`config.mk`:
```
export PLATFORM = sky130hd
export DESIGN_NAME = texq_arbiter
export DESIGN_NICKNAME = d
export VERILOG_FILES = /design/src/rtl/rbz_texq_pkg.sv /design/src/rtl/texq_bitseq.sv /design/src/rtl/texq_arbiter.sv
export SDC_FILE = /design/constraint.sdc
export NUM_CORES = 1
export LEC_CHECK = 0
export ABC_AREA = 1
export ABC_CLOCK_PERIOD_IN_PS = 3300
export CELL_PAD_IN_SITES_DETAIL_PLACEMENT = 1
export CELL_PAD_IN_SITES_GLOBAL_PLACEMENT = 1
export CORE_AREA = 3 3 104 106
export DETAILED_ROUTE_END_ITERATION = 8
export DIE_AREA = 0 0 107 109
export GPL_TIMING_DRIVEN = 0
export PLACE_DENSITY_LB_ADDON = 0.1
export SETUP_SLACK_MARGIN = 0.3
export SYNTH_ARGS = -nofsm -noshare
export SYNTH_HDL_FRONTEND = slang
export SYNTH_SLANG_ARGS = --single-unit
```
`constraint.sdc`:
```
create_clock -name i_clk -period 3.3 [get_ports i_clk]
set_input_delay 0.33 -clock i_clk [delete_from_list [all_inputs] [get_ports i_clk]]
set_output_delay 0.33 -clock i_clk [all_outputs]
set_load 0.01 [all_outputs]
```
`src/rtl/rbz_texq_pkg.sv`:
```
// Shared types and constants for the texture-flash arbiter and its bit sequencer.
package rbz_texq_pkg;

    typedef enum logic [2:0] {
        StIdle,
        StGrant,
        StCmd,
        StAddr,
        StDummy,
        StData,
        StDone
    } texq_state_e;

    localparam logic [7:0]  RD_CMD_DEFAULT = 8'h6B;
    localparam int unsigned CMD_BITS       = 8;
    localparam int unsigned DATA_NIBBLES   = 2;

    localparam logic PORT_A = 1'b0;
    localparam logic PORT_B = 1'b1;

    // Phase counters hold "SCLK cycles remaining minus one".
    function automatic logic [7:0] len_m1(input int unsigned n);
        return 8'(n - 1);
    endfunction

endpackage

```
`src/rtl/texq_bitseq.sv`:
```
// SCLK phase generator, per-phase SCLK down-counter and MSB-first command/address shifter.
module texq_bitseq
    import rbz_texq_pkg::*;
#(
    parameter int unsigned WORD_W = 32
) (
    input  logic              i_clk,
    input  logic              i_reset,
    input  logic              i_start,
    input  logic [WORD_W-1:0] i_word,
    input  logic              i_run,
    input  logic              i_shift,
    input  logic [7:0]        i_next_len,
    output logic              o_sclk,
    output logic              o_bit,
    output logic              o_last
);

    logic              phase_q;
    logic [7:0]        cnt_q;
    logic [WORD_W-1:0] shreg_q;

    always_ff @(posedge i_clk) begin
        if (i_reset) begin
            phase_q <= 1'b0;
            cnt_q   <= '0;
            shreg_q <= '0;
        end else begin
            if (i_run) begin
                phase_q <= ~phase_q;
            end else begin
                phase_q <= 1'b0;
            end

            if (i_start) begin
                cnt_q   <= len_m1(CMD_BITS);
                shreg_q <= i_word;
            end else if (i_run && phase_q) begin
                // The edge that ends phase H closes one SCLK cycle.
                cnt_q <= (cnt_q == '0) ? i_next_len : cnt_q - 8'd1;
                if (i_shift) begin
                    shreg_q <= {shreg_q[WORD_W-2:0], 1'b0};
                end
            end
        end
    end

    assign o_sclk = phase_q;
    assign o_bit  = shreg_q[WORD_W-1];
    assign o_last = i_run & phase_q & (cnt_q == '0);

endmodule

```
`src/rtl/texq_arbiter.sv`:
```
// Two-port arbiter sequencing quad-output fast reads on the texture SPI flash.
// Define TEXQ_RR_EN for round-robin tie-breaking; otherwise port A has fixed priority.
module texq_arbiter
    import rbz_texq_pkg::*;
#(
    parameter int unsigned ADDR_W    = 24,
    parameter logic [7:0]  RD_CMD    = RD_CMD_DEFAULT,
    parameter int unsigned DUMMY_CYC = 8
) (
    input  logic              i_clk,
    input  logic              i_reset,
    input  logic              i_enable,
    input  logic              i_a_req,
    input  logic [ADDR_W-1:0] i_a_addr,
    output logic              o_a_ack,
    input  logic              i_b_req,
    input  logic [ADDR_W-1:0] i_b_addr,
    output logic              o_b_ack,
    output logic [7:0]        o_rdata,
    output logic              o_busy,
    output logic              o_tex_csb,
    output logic              o_tex_sclk,
    output logic              o_tex_oeb0,
    output logic              o_tex_out0,
    input  logic [3:0]        i_tex_in
);

    localparam int unsigned WORD_W = CMD_BITS + ADDR_W;

    texq_state_e       state_q;
    logic              win_q;
    logic [ADDR_W-1:0] addr_q;
    logic [3:0]        nib_q;
    logic [7:0]        rdata_q;
    logic              a_ack_q;
    logic              b_ack_q;
    logic              busy_q;
    logic              csb_q;
    logic              oeb0_q;

    logic       grant;
    logic       pick_b;
    logic       run;
    logic       shift;
    logic       last;
    logic       sclk;
    logic [7:0] next_len;

    assign grant = i_enable & (i_a_req | i_b_req);

`ifdef TEXQ_RR_EN
    logic last_win_q;

    // On a tie the port that did not win last time goes next.
    always_comb pick_b = i_b_req & (~i_a_req | (last_win_q == PORT_A));

    always_ff @(posedge i_clk) begin
        if (i_reset) begin
            last_win_q <= PORT_B;
        end else if (state_q == StIdle && grant) begin
            last_win_q <= pick_b;
        end
    end
`else
    always_comb pick_b = i_b_req & ~i_a_req;
`endif

    assign run   = (state_q == StCmd) || (state_q == StAddr) ||
                   (state_q == StDummy) || (state_q == StData);
    assign shift = (state_q == StCmd) || (state_q == StAddr);

    always_comb begin
        next_len = '0;
        case (state_q)
            StCmd:   next_len = len_m1(ADDR_W);
            StAddr:  next_len = len_m1(DUMMY_CYC);
            StDummy: next_len = len_m1(DATA_NIBBLES);
            default: next_len = '0;
        endcase
    end

    texq_bitseq #(
        .WORD_W(WORD_W)
    ) u_bitseq (
        .i_clk     (i_clk),
        .i_reset   (i_reset),
        .i_start   (state_q == StGrant),
        .i_word    ({RD_CMD, addr_q}),
        .i_run     (run),
        .i_shift   (shift),
        .i_next_len(next_len),
        .o_sclk    (sclk),
        .o_bit     (o_tex_out0),
        .o_last    (last)
    );

    always_ff @(posedge i_clk) begin
        if (i_reset) begin
            state_q <= StIdle;
            win_q   <= PORT_A;
            addr_q  <= '0;
            nib_q   <= '0;
            rdata_q <= '0;
            a_ack_q <= 1'b0;
            b_ack_q <= 1'b0;
            busy_q  <= 1'b0;
            csb_q   <= 1'b1;
            oeb0_q  <= 1'b1;
        end else begin
            a_ack_q <= 1'b0;
            b_ack_q <= 1'b0;
            case (state_q)
                StIdle: begin
                    if (grant) begin
                        state_q <= StGrant;
                        win_q   <= pick_b;
                        addr_q  <= pick_b ? i_b_addr : i_a_addr;
                        busy_q  <= 1'b1;
                        csb_q   <= 1'b0;
                        oeb0_q  <= 1'b0;
                    end
                end
                StGrant: state_q <= StCmd;
                StCmd: begin
                    if (last) state_q <= StAddr;
                end
                StAddr: begin
                    if (last) begin
                        state_q <= StDummy;
                        oeb0_q  <= 1'b1;
                    end
                end
                StDummy: begin
                    if (last) state_q <= StData;
                end
                StData: begin
                    if (sclk) begin
                        if (last) begin
                            state_q <= StDone;
                            rdata_q <= {nib_q, i_tex_in};
                            csb_q   <= 1'b1;
                            a_ack_q <= (win_q == PORT_A);
                            b_ack_q <= (win_q == PORT_B);
                        end else begin
                            nib_q <= i_tex_in;
                        end
                    end
                end
                StDone: begin
                    state_q <= StIdle;
                    busy_q  <= 1'b0;
                end
                default: state_q <= StIdle;
            endcase
        end
    end

    assign o_a_ack    = a_ack_q;
    assign o_b_ack    = b_ack_q;
    assign o_rdata    = rdata_q;
    assign o_busy     = busy_q;
    assign o_tex_csb  = csb_q;
    assign o_tex_sclk = sclk;
    assign o_tex_oeb0 = oeb0_q;

endmodule
```
==> flow_summary.toml, run 1 <==
[finish]
n_fill_cell = 1260
layout_common_cells = "nand2_1 (186), dfxtp_1 (86), clkdlybuf4s50_1 (71)"
num_antenna_cells = 0
nets = 715
drive_gt1_share_pct = 10.6
area.growth.synth_to_final_pct = 27.9
final_common_cell = "nand2_1"

[min_path]
hold_path_class = "reg2reg"
min_delay_path_depth = 2

[synth]
yosysWarnings = 0
syn_area_per_cell_um2 = 6.87
syn_nets = 633
ys_ff_latch = 86
yosysSeqAreaShare_pct = 43.7
synthArstFlopShare_pct = 0
synthFlopType = "dfxtp_1"
synthCells = 574
synth-edff-count = 0
ys_types = 32
synth_area_um2 = 3940

[route]
vias = 3786
first_pass_iters = 4
avgViaCountPerCell = 4.77
wl_per_cell_um = 13.9
drt-total-wl_um = 11000
final_antenna_net_count = 0
drc = 0
drtIter0Drc = 160

[place]
dp_hpwl_um = 8310
gp_congestion = 0.819
pre_cts_ws_ns = 1.22
port-buffer-count = 71

[critical_path]
reg2reg_depth = 10
worst-path-buf-inv = 1
critPathRequiredTime_ns = 2.97
path_depth = 1
slowest_stage = "clkdlybuf4s50_1"
start_kind = "register"
cp-end-kind = "output pin"
path_cells = "clkdlybuf4s50_1"
arrival_ns = 1.46
worst-path-max-fanout = 7
critPathKind = "reg2out"
cpPeakStageDelay_ns = 0.60
critPathTopFamily = "buffers and inverters"

[power_and_ir_drop]
p_switching_uw = 1440
ir_drop_mv = 0.258
pwr-share-clk_pct = 23.3
p_sw_share_pct = 39.5
power_frac_seq_pct = 38.3
p_comb_share_pct = 38.3
p_leak_uw = 0.00220
cellInternalPower_uw = 2200
p_per_area_nw_per_um2 = 721

[job]
maxCapViolCount = 0

[sta]
fin_skew_ns = 0.0131
grt_setup_unrepaired = "no"
tns_ns = 0
min_period_over_period_pct = 54.3
max-slew-margin-rel_pct = 59.7
hold_viol = 0
maxSlewViolCount = 0
setup_ws_ns = 1.51
tightest_slew_ns = 0.604
finalCriticalPeriod_ns = 1.79
timing.hold.ws_ns = 0.464
clock.fmax_mhz = 558
final-setup-viol-count = 0

[floorplan]
core_area_um2 = 9860
io_pins = 72
die_y_um = 109
std_cell_rows = 36
start_util_pct = 40.0
die_x_um = 107
die_area_um2 = 11700

[global_routing]
grt_pass1_vias = 4033
grt_max_degree = 16
grt_usage_pct = 20.3
grt_pass1_wl_um = 18800
antenna_found_initial = 0
gr-total-overflow = 0

[cts]
numCtsBuffers = 9
path_clk_slew_ns = 0.09
cts-root-buf = "clkbuf_8"
clock_sinks = 86
cts_buffer_depth = 2
holdBufCountCts = 0
htreeDepth = 3
clk_latency_ns = 0.37
cts_resized = 0
cts_tree = "yes"
post_cts_buffers = 0

[outcome]
status = "complete, no violations"
==> metrics by stage <==
stage	utilization [%]	instances	power [µW]	instance area [µm²]
2_1_floorplan	-	574	2390	3940
3_3_place_gp	48.9	778	2740	4820
3_5_place_dp	48.9	778	2800	4820
4_1_cts	51.1	794	3660	5040
5_1_grt	51.1	794	3910	5040
6_report	51.1	794	3630	5040
==> cells by family (layout without fill, tap and decap cells) <==
group / count (synthesis) / in the layout / synth area share (%)
buffers and inverters: 88 / 175 / 9.43
flip-flops: 86 / 86 / 43.7
adder cells (fa/ha/maj): 2 / 2 / 0.635
AO/OA/AOI/OAI: 92 / 92 / 13.3
XOR/XNOR: 2 / 2 / 0.444
AND/OR/NAND/NOR: 304 / 304 / 32.6
==> path summary, 6_finish.rpt <==
check,slack (ns),endpoint,start
min,0.46,addr_q[19]$_SDFFE_PP0P_,addr_q[19]$_SDFFE_PP0P_
max,1.51,o_tex_sclk,u_bitseq.o_sclk$_SDFF_PP0_
max reg2reg,1.66,o_rdata[1]$_SDFFE_PP0P_,u_bitseq.cnt_q[0]$_SDFFE_PP0P_
min reg2reg,0.46,addr_q[19]$_SDFFE_PP0P_,addr_q[19]$_SDFFE_PP0P_
==> synth_stat cells, types with 2 or more instances <==
cell type	n	area [µm²]
nand2_1	186	698
dfxtp_1	86	1720
nor2_1	68	255
inv_1	51	191
o21ai_0	33	165
a21oi_1	30	150
nand3_1	19	95.1
a31oi_1	13	81.3
buf_2	11	55.1
clkbuf_1	11	41.3
nor2_2	11	68.8
inv_2	8	30.0
o21ai_1	7	35.0
nand2_2	5	31.3
o221a_2	5	56.3
nor2_4	4	45.0
nor3_1	4	20.0
o221ai_1	4	35.0
buf_4	2	15.0
buf_6	2	22.5
ha_1	2	25.0
inv_4	2	12.5
==> layout make-up <==
type | count | area (µm²) | area share [%]
multi-input combinational | 400 | 1850 | 36.7
sequential | 86 | 1720 | 34.2
timing repair buffer | 71 | 711 | 14.1
inverter | 61 | 234 | 4.64
tap | 133 | 166 | 3.30
buffer | 27 | 138 | 2.73
clock buffer | 10 | 128 | 2.53
clock inverter | 6 | 93.8 | 1.86
==> registers in the layout, indices dropped and copies added, names as in the netlist <==
register and count:
o_a_ack 1, o_rdata 8, o_busy 1, state_q 3
u_bitseq.shreg_q 32, o_b_ack 1, u_bitseq.cnt_q 8, nib_q 4
addr_q 24, o_tex_oeb0 1, o_tex_csb 1, win_q 1
u_bitseq.o_sclk 1
==> power groups by stage <==
stage / Sequential [µW] / Combinational, µW / Clock, µW
final: 1390 / 1390 / 848
after detailed placement: 1410 / 1390 / 0
after floorplan: 1380 / 1010 / 0
after global routing: 1420 / 1580 / 902
after CTS: 1390 / 1400 / 865
after global placement: 1400 / 1340 / 0
==> metal layers <==
layer | vias to the layer above | GRT usage (%) | share of wire, %
met5 | - | 0 | 0
met4 | 0 | 8.40 | 2.2
met3 | 18 | 3.02 | 3.9
met2 | 80 | 36.9 | 49
met1 | 1727 | 23.9 | 45
li1 | 1961 | - | -
(Power assumes the default switching activity.)
==> run 2, diff against run 1 <==
Settings changed: ABC_CLOCK_PERIOD_IN_PS 3300 to 1860, CORE_AREA 3 3 104 106 to 3 3 108 110, DIE_AREA 0 0 107 109 to 0 0 111 113.
Clock period 3.3 ns to 1.86 ns, I/O delays scaled along.
==> run 2 against run 1 <==
Sequential share of layout area shrank 0.59 points. Final cell count up 1.8%. Critical path type unchanged. Global-route usage decreased by 2.1 points. Via count up 2.4%. Utilization is 3.5 points lower. Wire length is 4.1% higher. Largest power group is now combinational cells. Combinational power increased by 100%.
==> flow_summary.toml, run 2 (same netlist as run 1, synthesis figures left out) <==
[cts]
clock_sinks = 86
clk_latency_ns = 0.38
cts-root-buf = "clkbuf_8"
cts_tree = "yes"
htreeDepth = 3
path_clk_slew_ns = 0.09
numCtsBuffers = 9
cts_buffer_depth = 2

[sta]
tns_ns = 0
grt_setup_unrepaired = "yes"
maxSlewViolCount = 0
max-slew-margin-rel_pct = 63.7
tightest_slew_ns = 0.544
clock.fmax_mhz = 632
timing.hold.ws_ns = 0.422
hold_viol = 0
final-setup-viol-count = 0
fin_skew_ns = 0.0129
min_period_over_period_pct = 85.1
finalCriticalPeriod_ns = 1.58

[place]
dp_hpwl_um = 8500
dpl_cell_area_um2 = 4830
gp_congestion = 0.813
port-buffer-count = 71

[floorplan]
die_area_um2 = 12500
std_cell_rows = 38
io_pins = 72
core_area_um2 = 10800
die_x_um = 111
die_y_um = 113
start_util_pct = 36.5

[outcome]
status = "complete, no violations"

[critical_path]
critPathKind = "reg2out"
cp-end-kind = "output pin"
cpPeakStageDelay_ns = 0.57
start_kind = "register"
critPathTopFamily = "buffers and inverters"
arrival_ns = 1.40
path_cells = "clkdlybuf4s50_1"
slowest_stage = "clkdlybuf4s50_1"
worst-path-buf-inv = 1
worst-path-max-fanout = 7
critPathRequiredTime_ns = 1.67

[global_routing]
grt_pass1_vias = 3913
gr-total-overflow = 0
grt_max_degree = 14
grt_pass1_wl_um = 18500
antenna_found_initial = 0
grt_usage_pct = 18.2

[finish]
design_area_um2 = 5140
layout_common_cells = "nand2_1 (183), dfxtp_1 (83), clkdlybuf4s50_1 (71)"
area.growth.synth_to_final_pct = 30.4
drive_gt1_share_pct = 14.2
finish.utilization_pct = 47.6
num_antenna_cells = 0
largest-register = "u_bitseq.shreg_q"
largestRegisters = "u_bitseq.shreg_q: 32 flops, addr_q: 24 flops"
final_common_cell = "nand2_1"
largest_reg_flops = 32
nets = 722

[route]
final_antenna_net_count = 0
first_pass_iters = 4
drc = 0
wl_per_cell_um = 14.2
avgViaCountPerCell = 4.80
drt-total-wl_um = 11500
drtIter0Drc = 130
vias = 3878

[power_and_ir_drop]
ir_drop_mv = 0.467
p_per_area_nw_per_um2 = 1270
p_leak_uw = 0.00223

[min_path]
hold_path_class = "in2reg"

[job]
maxCapViolCount = 0
==> run 2: what timing repair did <==
action	4_1_cts	5_1_grt
endpoints found under the setup margin	31	61
buffers inserted	1	4
hold buffers	0	0
resized for setup	5	32
pin swaps	1	5
gates cloned	0	2
==> run 2: report_power, final <==
part / internal, µW / leakage (µW) / switching, µW
combinational: 1070 / 0.00144 / 1760
clock: 517 / 0.0000861 / 697
sequential: 2240 / 0.000702 / 246
total: 3820 / 0.00223 / 2700
==> run 2: layout make-up <==
| type | count | area [µm²] |
|---|---|---|
| fillers | 1401 | 5650 |
| multi-input cells | 402 | 1930 |
| flip-flops and latches | 86 | 1730 |
| repair buffers | 76 | 748 |
| inverters | 61 | 234 |
| well taps | 140 | 175 |
| plain buffers | 27 | 164 |
| clock buffers | 12 | 145 |
| clock inverters | 4 | 22.5 |
==> run 2: routing by layer <==
metal / vias up / wire, µm / track usage [%] / share of wire (%)
met3: 19 / 470 / 4.28 / 4.1
met1: 1796 / 5150 / 21.4 / 45
met2: 81 / 5600 / 32.4 / 49
met5: - / 0 / 0 / 0
li1: 1982 / - / - / -
met4: 0 / 254 / 6.32 / 2.2
==> run 2: final timing paths <==
| check | from | to | slack [ns] | depth (start not counted) |
|---|---|---|---|---|
| worst max-delay path | u_bitseq.o_sclk$_SDFF_PP0_ | o_tex_sclk | 0.28 | 1 |
| worst min-delay path | i_tex_in[2] | nib_q[2]$_SDFFE_PP0P_ | 0.42 | 3 |
| worst max register to register | state_q[2]$_SDFFE_PP0P_ | o_rdata[6]$_SDFFE_PP0P_ | 0.38 | 10 |
| worst min register to register | addr_q[11]$_SDFFE_PP0P_ | addr_q[11]$_SDFFE_PP0P_ | 0.46 | 2 |
==> run 2: through the flow <==
step / cells / power, µW / setup slack, ns
2_1_floorplan: 574 / 4230 / 0.518
3_3_place_gp: 785 / 4870 / -0.0271
3_5_place_dp: 785 / 4990 / -0.113
4_1_cts: 802 / 6270 / 0.291
5_1_grt: 808 / 7040 / 0.250
6_report: 808 / 6530 / 0.277
==> run 2: tightest hold or removal path, delay by kind of cell <==
kind            cells  cell delay, ns
simple gates        1            0.09
buf+inv             1            0.43
compound gates      1            0.06
==> run 3, diff against run 2 <==
Settings changed: ABC_AREA 1 to not set, CORE_AREA 3 3 108 110 to 3 3 101 103, DIE_AREA 0 0 111 113 to 0 0 104 106.
==> run 3 against run 2 <==
Sequential share of layout area down 0.39 points. Die area shrank 12%. Clock power grew 24%. Final cell count down 21%.
==> flow_summary.toml, run 3 <==
[sta]
clock.fmax_mhz = 639
setup_ws_ns = 0.295
min_period_over_period_pct = 84.1
grt_setup_unrepaired = "yes"
maxSlewViolCount = 0
final-setup-viol-count = 0
tightest_slew_ns = 0.650
tns_ns = 0
max-slew-margin-rel_pct = 56.6
hold_viol = 0
fin_skew_ns = 0.0124
finalCriticalPeriod_ns = 1.56

[place]
gp_congestion = 0.746
pre_cts_ws_ns = -0.325
port-buffer-count = 70
dp_hpwl_um = 7170

[finish]
nets = 560
drive_gt1_share_pct = 20.9
largestRegisters = "u_bitseq.shreg_q: 32 flops, addr_q: 24 flops"
final_common_cell = "dfxtp_1"
area.growth.synth_to_final_pct = 45.1
layout_common_cells = "dfxtp_1 (79), clkdlybuf4s50_1 (70), nor2_1 (58)"
largest_reg_flops = 32
num_antenna_cells = 0
n_fill_cell = 1063
largest-register = "u_bitseq.shreg_q"

[floorplan]
die_x_um = 104
die_area_um2 = 11000
io_pins = 72
die_y_um = 106
start_util_pct = 38.9
std_cell_rows = 35
core_area_um2 = 9280

[synth]
synthCells = 391
ys_ff_latch = 86
ys_types = 44
yosys.area_share.simple_pct = 17.6
synth_fa_ha_area_share_pct = 0.693
synthFlopType = "dfxtp_1"
synth-edff-count = 0
syn_nets = 450
synth_area_um2 = 3610
synthMuxAreaShare_pct = 10.3
yosys.area.top_type_share_pct = 47.7
synth-xor-area-share_pct = 1.66
synthTopCellsByCount = "dfxtp_1 (86), nor2_1 (58), mux2i_1 (37)"
synthArstFlopShare_pct = 0
yosysMostFrequentCell = "dfxtp_1"
synth_area_leaders = "dfxtp_1 (48%), mux2i_1 (10%), nor2_1 (6.0%), a211oi_1 (5.2%), a22oi_1 (4.0%)"
synth_top_family_by_area = "compound AO/OA/AOI/OAI gates"
yosysSeqAreaShare_pct = 47.7
synth_top_area_cell = "dfxtp_1"
yosysWarnings = 0
syn_area_per_cell_um2 = 9.24
synth_compound_area_share_pct = 17.7

[job]
maxCapViolCount = 0

[outcome]
status = "complete, no violations"

[global_routing]
grt_usage_pct = 19.0
antenna_found_initial = 0
grt_pass1_vias = 3508
grt_pass1_wl_um = 17100
gr-total-overflow = 0
grt_max_degree = 17

[min_path]
min-delay-start = "i_reset"
min_delay_path_depth = 4
min_to = "u_bitseq.cnt_q[4]$_SDFFE_PP0N_"
hold_path_class = "in2reg"

[cts]
htreeDepth = 3
clk_latency_ns = 0.36
holdBufCountCts = 0
cts-root-buf = "clkbuf_8"
cts_tree = "yes"
cts_buffer_depth = 2
path_clk_slew_ns = 0.10
numCtsBuffers = 9
clock_sinks = 86

[critical_path]
slowest_stage = "dfxtp_2"
critPathTopFamily = "flip-flops"
cpPeakStageDelay_ns = 0.37
worst-path-max-fanout = 4
reg2reg_depth = 7
r2r-start = "u_bitseq.cnt_q[0]$_SDFFE_PP0P_"
worst-path-buf-inv = 2
cp-end-kind = "register"
start_kind = "register"
path_cells = "inv_4 -> ha_4 -> nor3b_4 -> buf_6 -> a21boi_4 -> mux2i_1 -> nor2_1"
arrival_ns = 1.80
r2r_end = "nib_q[0]$_SDFFE_PP0P_"
critPathRequiredTime_ns = 2.09
reg2reg_slack_ns = 0.30
critPathKind = "reg2reg"

[route]
final_antenna_net_count = 0
drt-total-wl_um = 10800
drc = 0
drtIter0Drc = 99
wl_per_cell_um = 17.1
vias = 3325
avgViaCountPerCell = 5.24
first_pass_iters = 4

[power_and_ir_drop]
ir_drop_mv = 0.430
p_per_area_nw_per_um2 = 833
p_leak_uw = 0.00196
run 3: tightest hold or removal path: stages:
cell and delay [ns]:
clkbuf_1 0.20, nor2_1 0.15, a32oi_1 0.09, nand2_1 0.06
run 3: per-stage QoR:
| stage | hold WS, ns | std cells | instance area (µm²) | util [%] | total power (µW) |
|---|---|---|---|---|---|
| 2_1_floorplan | 0.330 | 391 | 3620 | - | 2400 |
| 3_3_place_gp | 0.443 | 590 | 4490 | 48.3 | 2650 |
| 3_5_place_dp | 0.447 | 590 | 4490 | 48.3 | 2670 |
| 4_1_cts | 0.376 | 623 | 5020 | 54.1 | 4290 |
| 5_1_grt | 0.441 | 635 | 5240 | 56.4 | 4560 |
| 6_report | 0.359 | 635 | 5240 | 56.4 | 4360 |
run 3: routing by layer:
layer | part of all wire [%] | track usage (%) | vias up
li1 | - | - | 1613
met1 | 45 | 22.7 | 1630
met2 | 51 | 33.9 | 65
met3 | 3.0 | 4.25 | 17
met4 | 1.7 | 6.17 | 0
met5 | 0 | 0 | -
run 3: what timing repair did:
action	4_1_cts	5_1_grt
setup endpoints to repair	77	81
gates cloned	2	1
pin swaps	10	14
setup buffers	15	11
resized for setup	47	36
run 3: worst max-delay path by stage:
stage	startpoint	endpoint	slack (ns)	cells after the start
final	u_bitseq.cnt_q[0]$_SDFFE_PP0P_	nib_q[0]$_SDFFE_PP0P_	0.30	7
after global routing	u_bitseq.cnt_q[0]$_SDFFE_PP0P_	state_q[1]$_SDFFE_PP0P_	0.23	8
after CTS	state_q[0]$_SDFFE_PP0P_	addr_q[15]$_SDFFE_PP0P_	0.28	6
after detailed placement	i_a_req	addr_q[15]$_SDFFE_PP0P_	-0.32	5
after global placement	i_a_req	addr_q[11]$_SDFFE_PP0P_	-0.26	5
after floorplan	u_bitseq.cnt_q[0]$_SDFFE_PP0P_	u_bitseq.cnt_q[4]$_SDFFE_PP0N_	0.30	7
run 3: cell type report:
class / count / area (µm²) / area share (%)
multi-input combinational: 271 / 1900 / 36.2
sequential: 86 / 1740 / 33.2
timing repair buffer: 99 / 951 / 18.1
buffer: 31 / 251 / 4.80
tap: 129 / 161 / 3.08
clock buffer: 9 / 124 / 2.36
clock inverter: 7 / 103 / 1.96
inverter: 3 / 13.8 / 0.263
run 3: kinds of logic (layout without fill, tap and decap cells):
kind of cell	after synthesis	count (layout)
and+or+nand+nor	131	131
adders and majority gates	2	2
AOI/OAI and AO/OA	95	95
xor gates and xnor gates	6	6
DFF	86	86
buffers and inverters	34	149
muxes	37	37
run 3: power breakdown:
| group | internal (µW) | switching, µW |
|---|---|---|
| Clock | 773 | 726 |
| Combinational | 451 | 402 |
| Sequential | 1940 | 66.4 |
